### config.mk
export PLATFORM = sky130hd
export DESIGN_NAME = cond_accum_bank_flat
export DESIGN_NICKNAME = d
export VERILOG_FILES = /design/src/rtl/cond_accum_bank_if.sv /design/src/rtl/cond_accum_bank.sv /design/src/flat_wrapper.sv
export SDC_FILE = /design/constraint.sdc
export NUM_CORES = 1
export LEC_CHECK = 0
export ABC_AREA = 1
export CELL_PAD_IN_SITES_DETAIL_PLACEMENT = 0
export CELL_PAD_IN_SITES_GLOBAL_PLACEMENT = 1
export CORE_MARGIN = 8
export CORE_UTILIZATION = 40
export DETAILED_ROUTE_END_ITERATION = 10
export PLACE_DENSITY_LB_ADDON = 0.1
export SYNTH_ARGS = -nofsm -noshare
export SYNTH_HDL_FRONTEND = slang
export SYNTH_SLANG_ARGS = --single-unit
### constraint.sdc
create_clock -name clock -period 2.5 [get_ports clock]
set_input_delay 0.5 -clock clock [delete_from_list [all_inputs] [get_ports clock]]
set_output_delay 0.5 -clock clock [all_outputs]
set_load 0.005 [all_outputs]
### src/rtl/cond_accum_bank_if.sv
// Bundle of the operand, control and dump-stream signals of cond_accum_bank.
// The master side drives requests; the slave side (the bank) answers them.
interface cond_accum_bank_if #(
  parameter int WIDTH    = 8,
  parameter int CHANNELS = 4
);
  localparam int CB = (CHANNELS > 1) ? $clog2(CHANNELS) : 1;

  // Operand handshake: a beat transfers on a clock edge where in_valid && in_ready.
  logic                in_valid;
  logic                in_ready;
  logic [CB-1:0]       in_chan;
  logic                in_cond;
  logic [WIDTH-1:0]    in_val_true;
  logic [WIDTH-1:0]    in_val_false;
  logic                clear;
  logic                dump_start;
  logic                dump_busy;
  logic                out_valid;
  logic [CB-1:0]       out_chan;
  logic [WIDTH-1:0]    out_value;
  logic                out_ovf;
  logic [CHANNELS-1:0] ovf_flags;
  logic                dbg_state;

  modport master (
    output in_valid, in_chan, in_cond, in_val_true, in_val_false, clear, dump_start,
    input  in_ready, dump_busy, out_valid, out_chan, out_value, out_ovf, ovf_flags, dbg_state
  );

  modport slave (
    input  in_valid, in_chan, in_cond, in_val_true, in_val_false, clear, dump_start,
    output in_ready, dump_busy, out_valid, out_chan, out_value, out_ovf, ovf_flags, dbg_state
  );
endinterface

### src/rtl/cond_accum_bank.sv
// Bank of CHANNELS conditional accumulators with sticky overflow flags,
// synchronous clear and a sequential dump engine that streams every channel.
module cond_accum_bank #(
  parameter int WIDTH      = 8,
  parameter int CHANNELS   = 4,
  parameter int SATURATE   = 0,
  parameter int DUMP_CLEAR = 0
) (
  input  logic               clock,
  input  logic               reset,
  cond_accum_bank_if.slave   bus
);
  localparam int CB = (CHANNELS > 1) ? $clog2(CHANNELS) : 1;
  localparam logic [CB-1:0] LAST_IDX = CB'(CHANNELS - 1);

  typedef enum logic [0:0] {
    S_IDLE = 1'b0,
    S_DUMP = 1'b1
  } state_t;

  state_t              r_state;
  logic [CB-1:0]       r_idx;
  logic [WIDTH-1:0]    r_acc [CHANNELS];
  logic [CHANNELS-1:0] r_ovf;
  logic                r_out_valid;
  logic [CB-1:0]       r_out_chan;
  logic [WIDTH-1:0]    r_out_value;
  logic                r_out_ovf;

  logic                w_chan_ok;
  logic [CB-1:0]       w_rd_chan;
  logic                w_accept;
  logic [WIDTH-1:0]    w_op;
  logic [WIDTH:0]      w_sum;
  logic                w_carry;
  logic [WIDTH-1:0]    w_new;

  // Out-of-range channels read channel 0 but are never written back.
  always_comb begin
    w_chan_ok = ({1'b0, bus.in_chan} < CHANNELS[CB:0]);
    w_rd_chan = w_chan_ok ? bus.in_chan : '0;
    w_accept  = bus.in_valid && (r_state == S_IDLE) && w_chan_ok;
    w_op      = bus.in_cond ? bus.in_val_true : bus.in_val_false;
    w_sum     = {1'b0, r_acc[w_rd_chan]} + {1'b0, w_op};
    w_carry   = w_sum[WIDTH];
    w_new     = w_sum[WIDTH-1:0];
    if (w_carry && (SATURATE != 0)) begin
      w_new = '1;
    end
  end

  always_ff @(posedge clock or posedge reset) begin
    if (reset) begin
      r_state     <= S_IDLE;
      r_idx       <= '0;
      r_ovf       <= '0;
      r_out_valid <= 1'b0;
      r_out_chan  <= '0;
      r_out_value <= '0;
      r_out_ovf   <= 1'b0;
      for (int i = 0; i < CHANNELS; i++) begin
        r_acc[i] <= '0;
      end
    end else if (bus.clear) begin
      // Clear outranks accumulation and dump_start, and aborts a running dump.
      r_state     <= S_IDLE;
      r_idx       <= '0;
      r_ovf       <= '0;
      r_out_valid <= 1'b0;
      for (int i = 0; i < CHANNELS; i++) begin
        r_acc[i] <= '0;
      end
    end else begin
      case (r_state)
        S_IDLE: begin
          r_out_valid <= 1'b0;
          if (w_accept) begin
            r_acc[w_rd_chan] <= w_new;
            if (w_carry) begin
              r_ovf[w_rd_chan] <= 1'b1;
            end
          end
          if (bus.dump_start) begin
            r_state <= S_DUMP;
            r_idx   <= '0;
          end
        end
        S_DUMP: begin
          r_out_valid <= 1'b1;
          r_out_chan  <= r_idx;
          r_out_value <= r_acc[r_idx];
          r_out_ovf   <= r_ovf[r_idx];
          if (DUMP_CLEAR != 0) begin
            r_acc[r_idx] <= '0;
            r_ovf[r_idx] <= 1'b0;
          end
          if (r_idx == LAST_IDX) begin
            r_state <= S_IDLE;
            r_idx   <= '0;
          end else begin
            r_idx <= r_idx + CB'(1);
          end
        end
        default: begin
          r_state     <= S_IDLE;
          r_out_valid <= 1'b0;
        end
      endcase
    end
  end

  assign bus.in_ready  = (r_state == S_IDLE);
  assign bus.dump_busy = (r_state == S_DUMP);
  assign bus.out_valid = r_out_valid;
  assign bus.out_chan  = r_out_chan;
  assign bus.out_value = r_out_value;
  assign bus.out_ovf   = r_out_ovf;
  assign bus.ovf_flags = r_ovf;
  assign bus.dbg_state = r_state;
endmodule

### src/flat_wrapper.sv
// flat-port wrapper written by rule: the top's interface ports become plain ports
module cond_accum_bank_flat 
#(
  parameter int WIDTH      = 8,
  parameter int CHANNELS   = 4,
  parameter int SATURATE   = 0,
  parameter int DUMP_CLEAR = 0
)
  (clock, reset, bus_in_valid, bus_in_chan, bus_in_cond, bus_in_val_true, bus_in_val_false, bus_clear, bus_dump_start, bus_in_ready, bus_dump_busy, bus_out_valid, bus_out_chan, bus_out_value, bus_out_ovf, bus_ovf_flags, bus_dbg_state);
  cond_accum_bank_if #(.WIDTH(WIDTH), .CHANNELS(CHANNELS)) bus_i ();
  input  logic clock;
  input  logic reset;
  input wire logic [$bits(bus_i.in_valid)-1:0] bus_in_valid;
  input wire logic [$bits(bus_i.in_chan)-1:0] bus_in_chan;
  input wire logic [$bits(bus_i.in_cond)-1:0] bus_in_cond;
  input wire logic [$bits(bus_i.in_val_true)-1:0] bus_in_val_true;
  input wire logic [$bits(bus_i.in_val_false)-1:0] bus_in_val_false;
  input wire logic [$bits(bus_i.clear)-1:0] bus_clear;
  input wire logic [$bits(bus_i.dump_start)-1:0] bus_dump_start;
  output wire logic [$bits(bus_i.in_ready)-1:0] bus_in_ready;
  output wire logic [$bits(bus_i.dump_busy)-1:0] bus_dump_busy;
  output wire logic [$bits(bus_i.out_valid)-1:0] bus_out_valid;
  output wire logic [$bits(bus_i.out_chan)-1:0] bus_out_chan;
  output wire logic [$bits(bus_i.out_value)-1:0] bus_out_value;
  output wire logic [$bits(bus_i.out_ovf)-1:0] bus_out_ovf;
  output wire logic [$bits(bus_i.ovf_flags)-1:0] bus_ovf_flags;
  output wire logic [$bits(bus_i.dbg_state)-1:0] bus_dbg_state;
  assign bus_i.in_valid = bus_in_valid;
  assign bus_i.in_chan = bus_in_chan;
  assign bus_i.in_cond = bus_in_cond;
  assign bus_i.in_val_true = bus_in_val_true;
  assign bus_i.in_val_false = bus_in_val_false;
  assign bus_i.clear = bus_clear;
  assign bus_i.dump_start = bus_dump_start;
  assign bus_in_ready = bus_i.in_ready;
  assign bus_dump_busy = bus_i.dump_busy;
  assign bus_out_valid = bus_i.out_valid;
  assign bus_out_chan = bus_i.out_chan;
  assign bus_out_value = bus_i.out_value;
  assign bus_out_ovf = bus_i.out_ovf;
  assign bus_ovf_flags = bus_i.ovf_flags;
  assign bus_dbg_state = bus_i.dbg_state;
  cond_accum_bank #(.WIDTH(WIDTH), .CHANNELS(CHANNELS), .SATURATE(SATURATE), .DUMP_CLEAR(DUMP_CLEAR)) u_core (.clock(clock), .reset(reset), .bus(bus_i));
endmodule
==> results of run 1 <==
[per-layer routing]
metal,vias to the layer above,routed length (um)
li1,1341,-
met5,-,0
met2,63,3710
met1,1241,3690
met3,5,410
met4,0,61
[power groups by stage]
| stage | sequential, mW | clock [mW] | combinational (mW) |
|---|---|---|---|
| final | 0.928 | 0.687 | 0.486 |
| after global placement | 0.945 | 0 | 0.483 |
| after detailed placement | 0.945 | 0 | 0.487 |
| after floorplan | 0.941 | 0 | 0.248 |
| after global routing | 0.939 | 0.721 | 0.548 |
| after CTS | 0.929 | 0.699 | 0.488 |
[registers in the layout, summed over array words and instances (netlist names)]
signal,flops
u_core.bus.out_valid,1
u_core.bus.out_value,8
u_core.bus.ovf_flags,4
u_core.bus.out_ovf,1
u_core.bus.dbg_state,1
u_core.bus.out_chan,2
u_core.r_acc,32
u_core.r_idx,2
[path summary, 6_finish.rpt]
path / slack [ns] / depth (start not counted) / from / end
max: 0.18 / 14 / bus_in_chan[0] / u_core.bus.ovf_flags[0]
min: 0.49 / 2 / u_core.bus.out_chan[1] / u_core.bus.out_chan[1]
max reg2reg: 0.35 / 11 / u_core.r_acc[24] / u_core.bus.ovf_flags[0]
min reg2reg: 0.49 / 2 / u_core.bus.out_chan[1] / u_core.bus.out_chan[1]
max in group asynchronous: 1.41 / 3 / reset / u_core.r_acc[31]
min in group asynchronous: 0.68 / 3 / reset / u_core.bus.out_value[2]
[stage by stage]
step	setup TNS, ns	power (mW)	instance area (sq um)	hold WS, ns
after floorplan	0	1.19	2950	0.464
after global placement	-10.52	1.43	3630	0.460
after detailed placement	-12.52	1.43	3630	0.472
after CTS	0	2.12	3770	0.496
after global routing	0	2.21	3790	0.517
final	0	2.10	3790	0.489
[cell usage after synthesis, types with 4 or more instances]
cell      number  area share, %
nand2_1       85             11
dfrtp_1       51             43
inv_1         41            5.2
o21ai_0       28            4.7
nand3_1       26            4.4
nor2_1        20            2.5
a21oi_1       13            2.2
a22oi_1       11            2.8
o22ai_1       10            2.1
ha_1           9            3.8
o221ai_1       9            2.7
mux2_2         8            3.0
nor2_4         8            3.0
inv_2          7           0.89
nand2_2        6            1.3
or2_2          6            1.3
a31oi_1        5            1.1
clkbuf_1       4           0.51
[layout make-up]
cell class	instances	share of cell area, %
clock buffers	5	1.82
repair buffers	65	15.6
clock inverters	3	1.78
flip-flops and latches	51	33.7
well taps	99	3.27
inverters	49	4.89
multi-input cells	254	38.9
[logic make-up (layout without fill, tap and decap cells)]
| family | Yosys count | count (layout) | synth area share, % |
|---|---|---|---|
| multiplexers | 8 | 8 | 3.05 |
| AND/OR/NAND/NOR | 155 | 155 | 24.6 |
| AO/OA/AOI/OAI | 79 | 79 | 16.4 |
| flip-flops | 51 | 51 | 43.2 |
| adder cells (fa/ha/maj) | 10 | 10 | 4.49 |
| buffers and inverters | 56 | 122 | 7.67 |
| XOR/XNOR | 2 | 2 | 0.593 |
[timing repair]
| action | CTS | global route |
|---|---|---|
| resized for setup | 3 | 8 |
| hold buffers | 0 | 0 |
| endpoints found under the setup margin | 26 | 12 |
| pin swaps | 0 | 6 |
[tightest hold or removal path: stages, from the launching register on]
cell	delay [ns]
dfrtp_1	0.36
nand2_1	0.05
nand2_1	0.05
==> results.yml, run 1 <==
power_and_ir_drop:
  pwr-share-comb_pct: 23.1
  power.share.clock_pct: 32.7
  leakagePower_nw: 1.82
  power_switching_mw: 0.575
  p_int_mw: 1.53
  irDropWorstVdd_v: 0.000203
  pwr-share-seq_pct: 44.2
  powerDensity_nw_per_um2: 554
  switching_share_pct: 27.4
clock_network:
  cts_buffers: 5
  htree_levels: 2
  cts.sinks: 51
  cts_tree: "built"
  cts.clk_slew.worst_paths_ns: 0.10
  cts_max_path_buffers: 2
  cts_root_buffer: "clkbuf_8"
  worstSkewPairLatency_ns: 0.31
  postCtsSetupRepairBufs: 0
global_route:
  grt-ovfl-total: 0
  antenna_found_initial: 0
  busiest_layer: "met2"
  met3_usage_pct: 2.93
  grt_util_all_layers_pct: 16.4
  grt_use_met2_pct: 27.3
  grt_pass1_wl_um: 13400
  grt_max_degree: 52
  use_met1_pct: 21.2
  first_global_vias: 2723
worst_setup_path:
  crit_path_frequent_cell: "nand2_1"
  cpMaxStageDelayCell: "fa_1"
  crit_type: "in2reg"
  start_kind: "input port"
  max_stage_delay_ns: 0.39
  cp.required_ns: 2.75
  worstPathCellList: "dlygate4sd2_1 -> inv_2 -> nor2_4 -> a22oi_1 -> o221ai_1 -> ha_1 -> fa_1 -> nand2_1 -> nand2_1 -> nand3_1 -> nand3_4 -> nand2_2 -> nand2_1 -> nand2_1"
  end_kind: "flip-flop"
  arrival_ns: 2.58
  worstPathMaxFanout: 5
  worst-path-buf-inv: 2
  cp_top_family: "simple AND/OR/NAND/NOR gates"
drt:
  num_vias: 2650
  drtIter0Drc: 128
  vias_per_cell: 5.04
  antenna_left: 0
  drt-pass1-iter-count: 4
  drc: 0
  wl_per_cell_um: 15.0
  drt_wl_total_um: 7870
finish:
  fin_cells: 526
  nNetsFinal: 460
  final_util_pct: 52.5
  layout-drive-gt1-share_pct: 17.8
  final_common_cell: "nand2_1"
  multi_input_area_sq_um: 1480
  antennaDiodeCount: 0
  areaGrowthSynthToFinish_pct: 28.3
  layout_common_cells: "84 x nand2_1, 51 x dfrtp_1, 40 x inv_1"
  final-seq-area_sq_um: 1280
  nFillCells: 742
place:
  dp.cells: 518
  dpl.hpwl_um: 6280
  numPortBuffers: 42
  dpl_worst_slack_ns: -0.568
  place.gp.congestion: 0.806
die:
  dieHeight_um: 102
  die_width_um: 102
  placementRows: 31
  start_util_pct: 40.9
  die_area_sq_um: 10400
  core_sq_um: 7210
  ios: 43
sta:
  fmax_ghz: 0.430
  hold_violations: 0
  final.min_clock_period_ns: 2.32
  setup_ws_ns: 0.177
  setup_viol_count_final: 0
  finalMaxSlewViolations: 0
  finalCritPeriodShare_pct: 92.9
  tightestPinTransition_ns: 0.627
  finalClockSkew_ns: 0.00717
  rsz0062_at_grt: "no"
  slew_headroom_pct: 58.2
synth:
  ys.flop_type: "dfrtp_1"
  synthDistinctLibCells: 29
  yosysSeqAreaShare_pct: 43.2
  synth.net_count: 395
  ys_warn_count: 0
  ys_ff_latch: 51
  syn_area_sq_um: 2950
  async_flop_share_pct: 100
  syn_area_per_cell_sq_um: 8.18
  synth-edff-count: 0
  postSynthCellCount: 361
flow_run:
  drv_cap: 0
worst_hold_path:
  hold_class: "reg2reg"
status:
  status: "finished, final reports clean"
No activity file was read; power rests on OpenSTA's default activity.
==> run 2: changes to the inputs <==
Settings changed: CORE_MARGIN 8 to 3.
==> run 2 against run 1 <==
Clock power fell by 2%; register-to-register slack barely moved; via count rose by 0.75%; critical path type unchanged; clock-buffer cell count rose by 1; highest routed layer unchanged; clock skew barely moved; sequential cell count did not move; sequential share of layout area fell by 0.47 points; fmax fell by 3.3%.
==> results.yml, run 2 (synthesized netlist as in run 1, its figures left out) <==
worst_setup_path:
  end_kind: "flip-flop"
  cp.required_ns: 2.70
  worstPathMaxFanout: 5
  worst-path-buf-inv: 2
  rr_startpoint: "u_core.r_acc[24]"
  cp-startpoint: "bus_in_cond"
  crit_end: "u_core.r_acc[22]"
  worstPathCellList: "clkdlybuf4s50_1 -> buf_4 -> mux2_2 -> ha_1 -> or2_2 -> nand3b_1 -> nand3b_1 -> nand3_1 -> nand2_1"
  cpMaxStageDelayCell: "clkdlybuf4s50_1"
  crit_type: "in2reg"
  r2r_setup_slack_ns: 0.36
  start_kind: "input port"
  cp_top_family: "simple AND/OR/NAND/NOR gates"
  max_stage_delay_ns: 0.51
  reg2reg_to: "u_core.r_acc[22]"
  arrival_ns: 2.61
  crit_cells: 9
  reg2regPathDepth: 10
  crit_path_frequent_cell: "nand3b_1"
die:
  ios: 43
  die_area_sq_um: 8450
  placementRows: 30
  start_util_pct: 42.3
  die_width_um: 91.9
  core_sq_um: 6980
  dieHeight_um: 91.9
clock_network:
  cts_buffers: 5
  cts_max_path_buffers: 2
  cts.clk_slew.worst_paths_ns: 0.09
  cts_tree: "built"
  cts.sinks: 51
  postCtsSetupRepairBufs: 0
  worstSkewPairLatency_ns: 0.30
  cts_root_buffer: "clkbuf_8"
  htree_levels: 2
finish:
  final_cell_area_sq_um: 3840
  areaGrowthSynthToFinish_pct: 30.1
  layout_common_cells: "82 x nand2_1, 51 x dfrtp_1, 40 x inv_1, 40 x clkdlybuf4s50_1, 28 x o21ai_0"
  nNetsFinal: 462
  final_common_cell: "nand2_1"
  regMostFlops: "u_core.r_acc"
  largest_register_ffs: 32
  layout-drive-gt1-share_pct: 19.3
  antennaDiodeCount: 0
  nFillCells: 684
flow_run:
  drv_cap: 0
global_route:
  grt_util_all_layers_pct: 19.3
  grt_pass1_wl_um: 12800
  grt_max_degree: 33
  antenna_found_initial: 0
  grt-ovfl-total: 0
  first_global_vias: 2583
sta:
  fmax_ghz: 0.416
  setup_ws_ns: 0.0987
  hold_violations: 0
  finalHoldWorstSlack_ns: 0.492
  finalCritPeriodShare_pct: 96.1
  slew_headroom_pct: 67.5
  final.min_clock_period_ns: 2.40
  rsz0062_at_grt: "no"
  setup_viol_count_final: 0
  tightestPinTransition_ns: 0.488
  finalMaxSlewViolations: 0
  finalClockSkew_ns: 0.00670
drt:
  drc: 0
  drtIter0Drc: 133
  wl_per_cell_um: 14.7
  drt_wl_total_um: 7720
  drt-pass1-iter-count: 5
  num_vias: 2670
  vias_per_cell: 5.09
  antenna_left: 0
status:
  status: "finished, final reports clean"
place:
  dpl_worst_slack_ns: -0.525
  place.gp.congestion: 0.841
  dpl.hpwl_um: 6060
  numPortBuffers: 42
  dpl_cell_area_sq_um: 3650
power_and_ir_drop:
  powerDensity_nw_per_um2: 546
  leakagePower_nw: 1.82
  irDropWorstVdd_v: 0.000266
worst_hold_path:
  hold_class: "reg2reg"
run 2: cell types whose count changed in the layout (fill, tap and decap cells not counted), sizes merged:
cell / before / now
dlymetal6s2s: 1 / 0
buf: 23 / 25
clkbuf: 6 / 7
clkdlybuf4s50: 39 / 40
clkinvlp: 1 / 0
run 2: timing repair:
action                                  CTS  global route
endpoints found under the setup margin   23            13
resized for setup                         4            11
pin swaps                                 0             4
hold buffers                              0             0
gates cloned                              0             0
run 2: layer usage:
metal / vias up / wire length (um) / GRT usage (%)
met1: 1246 / 3750 / 26.6
met3: 5 / 458 / 4.10
met4: 0 / 48 / 4.83
met5: - / 0 / 0
met2: 81 / 3460 / 31.0
li1: 1338 / - / -
run 2: power breakdown:
group	internal, mW	switching [mW]	leakage (nW)
sequential	0.886	0.0429	0.685
clock	0.400	0.276	0.0654
combinational	0.248	0.246	1.07
total	1.53	0.565	1.82
run 2: area by class of cell:
class	instances	area, sq um	area share [%]
inverters	49	185	4.82
repair buffers	67	614	16.0
clock inverters	2	60.1	1.56
multi-input cells	254	1520	39.4
well taps	96	120	3.12
flip-flops and latches	51	1280	33.2
clock buffers	6	72.6	1.89
run 2: worst min path at each step:
| stage | startpoint | end | slack, ns | depth (start not counted) |
|---|---|---|---|---|
| after floorplan | u_core.r_acc[14] | u_core.r_acc[14] | 0.46 | 2 |
| after global placement | u_core.bus.out_chan[1] | u_core.bus.out_chan[1] | 0.46 | 2 |
| after detailed placement | u_core.bus.out_chan[1] | u_core.bus.out_chan[1] | 0.47 | 2 |
| after CTS | u_core.bus.out_chan[1] | u_core.bus.out_chan[1] | 0.49 | 2 |
| after global routing | u_core.bus.out_chan[1] | u_core.bus.out_chan[1] | 0.53 | 2 |
| final | u_core.bus.out_chan[1] | u_core.bus.out_chan[1] | 0.49 | 2 |
run 2: per-stage QoR:
| step | power, mW | util, % | cells | TNS [ns] |
|---|---|---|---|---|
| after floorplan | 1.19 | - | 361 | 0 |
| after global placement | 1.43 | 52.3 | 517 | -11.66 |
| after detailed placement | 1.43 | 52.3 | 517 | -12.45 |
| after CTS | 2.11 | 54.3 | 525 | 0 |
| after global routing | 2.21 | 55.1 | 525 | 0 |
| final | 2.10 | 55.1 | 525 | 0 |
run 2: worst reg2reg max path, delay by kind of cell, from the launching register on:
family | cells | cell delay [ns]
flip-flops | 1 | 0.41
AO/OA/AOI/OAI | 2 | 0.34
AND/OR/NAND/NOR | 6 | 0.63
adder cells (fa/ha/maj) | 2 | 0.64
==> run 3: changes to the inputs <==
Settings changed: CELL_PAD_IN_SITES_DETAIL_PLACEMENT 0 to unset, CELL_PAD_IN_SITES_GLOBAL_PLACEMENT 1 to unset, CORE_UTILIZATION 40 to 45, PLACE_DENSITY set to 0.68, PLACE_DENSITY_LB_ADDON 0.1 to unset.
==> run 3 against run 2 <==
Clock power about the same; highest routed layer unchanged; critical endpoint is now u_core.r_acc[30]; routed wire length is 8.4% lower; sequential power about the same; non-clock buffer count shrank 1.
==> results.yml, run 3 (synthesized netlist as in run 1, its figures left out) <==
status:
  status: "finished, final reports clean"
worst_setup_path:
  reg2reg_to: "u_core.r_acc[30]"
  worst-path-buf-inv: 2
  r2r_setup_slack_ns: 0.34
  worstPathMaxFanout: 5
  max_stage_delay_ns: 0.50
  reg2regPathDepth: 10
  cp_top_family: "simple AND/OR/NAND/NOR gates"
  rr_startpoint: "u_core.r_acc[24]"
  crit_path_frequent_cell: "nand3b_1"
  arrival_ns: 2.57
  cp.required_ns: 2.71
  end_kind: "flip-flop"
  start_kind: "input port"
  crit_type: "in2reg"
  cpMaxStageDelayCell: "clkdlybuf4s50_1"
  worstPathCellList: "clkdlybuf4s50_1 -> buf_4 -> mux2_2 -> ha_1 -> or2_2 -> nand3b_1 -> nand3b_1 -> nand3_1 -> nand2_1"
drt:
  drc: 0
  drt-pass1-iter-count: 5
  num_vias: 2716
  vias_per_cell: 5.40
  antenna_left: 0
  wl_per_cell_um: 14.1
  drtIter0Drc: 157
  drt_wl_total_um: 7070
finish:
  areaGrowthSynthToFinish_pct: 28.0
  nFillCells: 533
  largest_register_ffs: 32
  layout_common_cells: "84 x nand2_1, 51 x dfrtp_1, 40 x inv_1, 40 x clkdlybuf4s50_1, 28 x o21ai_0"
  regMostFlops: "u_core.r_acc"
  antennaDiodeCount: 0
  layout-drive-gt1-share_pct: 18.0
  final_common_cell: "nand2_1"
  final_util_pct: 61.7
  nNetsFinal: 461
  fin_cells: 503
clock_network:
  cts.clk_slew.worst_paths_ns: 0.09
  htree_levels: 2
  cts_max_path_buffers: 2
  cts.sinks: 51
  cts_tree: "built"
  cts_root_buffer: "clkbuf_8"
  worstSkewPairLatency_ns: 0.30
  cts_buffers: 5
  postCtsSetupRepairBufs: 0
  holdBufCountCts: 0
power_and_ir_drop:
  leakagePower_nw: 1.82
  irDropWorstVdd_v: 0.000422
  powerDensity_nw_per_um2: 552
sta:
  finalClockSkew_ns: 0.00693
  hold_violations: 0
  slew_headroom_pct: 63.8
  finalMaxSlewViolations: 0
  fmax_ghz: 0.422
  final.min_clock_period_ns: 2.37
  tightestPinTransition_ns: 0.542
  finalCritPeriodShare_pct: 94.7
  setup_viol_count_final: 0
die:
  start_util_pct: 48.2
  die_width_um: 87.0
  ios: 43
  die_area_sq_um: 7570
  dieHeight_um: 87.0
  placementRows: 28
  core_sq_um: 6130
global_route:
  antenna_found_initial: 0
  grt_pass1_wl_um: 12000
  first_global_vias: 2450
  grt_max_degree: 28
  grt-ovfl-total: 0
  grt_util_all_layers_pct: 20.3
place:
  place.gp.congestion: 0.887
  dpl.hpwl_um: 5570
  numPortBuffers: 42
  dp.cells: 495
worst_hold_path:
  holdPathEnd: "u_core.bus.out_chan[1]"
  hold_class: "reg2reg"
  whs_path_depth: 2
  hold_path.startpoint: "u_core.bus.out_chan[1]"
flow_run:
  drv_cap: 0
## run 3: timing repair
action                     in CTS  in global routing
pin swaps                       0                  3
setup endpoints to repair      27                 10
cloned                          0                  0
gates resized for setup         4                  4
## run 3: layout make-up
class	count	area, sq um	area share [%]
Timing Repair Buffer	66	611	16.2
Inverter	49	185	4.90
Tap cell	75	93.8	2.48
Clock inverter	3	67.6	1.79
Clock buffer	5	68.8	1.82
Sequential cell	51	1280	33.8
Multi-Input combinational cell	254	1480	39.1
## run 3: routing by layer
| layer | vias to the layer above | wire, um | track usage, % | share of wire [%] |
|---|---|---|---|---|
| li1 | 1345 | - | - | - |
| met4 | 0 | 118 | 5.81 | 1.7 |
| met5 | - | 0 | 0 | 0 |
| met1 | 1245 | 3280 | 29.5 | 46 |
| met2 | 118 | 3110 | 30.9 | 44 |
| met3 | 8 | 559 | 3.50 | 7.9 |
## run 3: stage by stage
| stage | cell area [sq um] | power [mW] | setup TNS [ns] | hold slack (ns) | worst slack [ns] |
|---|---|---|---|---|---|
| floorplan | 2950 | 1.19 | 0 | 0.464 | 0.117 |
| global placement | 3620 | 1.42 | -9.68 | 0.455 | -0.450 |
| detailed placement | 3620 | 1.43 | -12.15 | 0.461 | -0.558 |
| CTS | 3760 | 2.10 | 0 | 0.484 | 0.0957 |
| global route | 3780 | 2.19 | -0.00461 | 0.539 | -0.00417 |
| finish | 3780 | 2.09 | 0 | 0.477 | 0.133 |
## run 3: where the power goes
group,switching [mW],internal [mW],total [mW]
registers,0.0411,0.886,0.927
clock network,0.275,0.399,0.674
logic,0.242,0.243,0.485
total,0.559,1.53,2.09
## run 3: tightest hold or removal path: stages (launching register included)
cell     delay (ns)
dfrtp_1        0.35
nand2_1        0.05
nand2_1        0.05
## run 3: worst max path at each step
stage	endpoint	start	slack [ns]	cells past startpoint
final	u_core.r_acc[30]	bus_in_cond	0.13	9
after global routing	u_core.bus.ovf_flags[1]	bus_in_chan[1]	-0.004	14
after CTS	u_core.r_acc[6]	bus_in_cond	0.1	10
after detailed placement	u_core.bus.ovf_flags[3]	bus_in_chan[1]	-0.56	13
after global placement	u_core.bus.ovf_flags[1]	bus_in_chan[1]	-0.45	13
after floorplan	u_core.bus.ovf_flags[0]	bus_in_cond	0.12	11
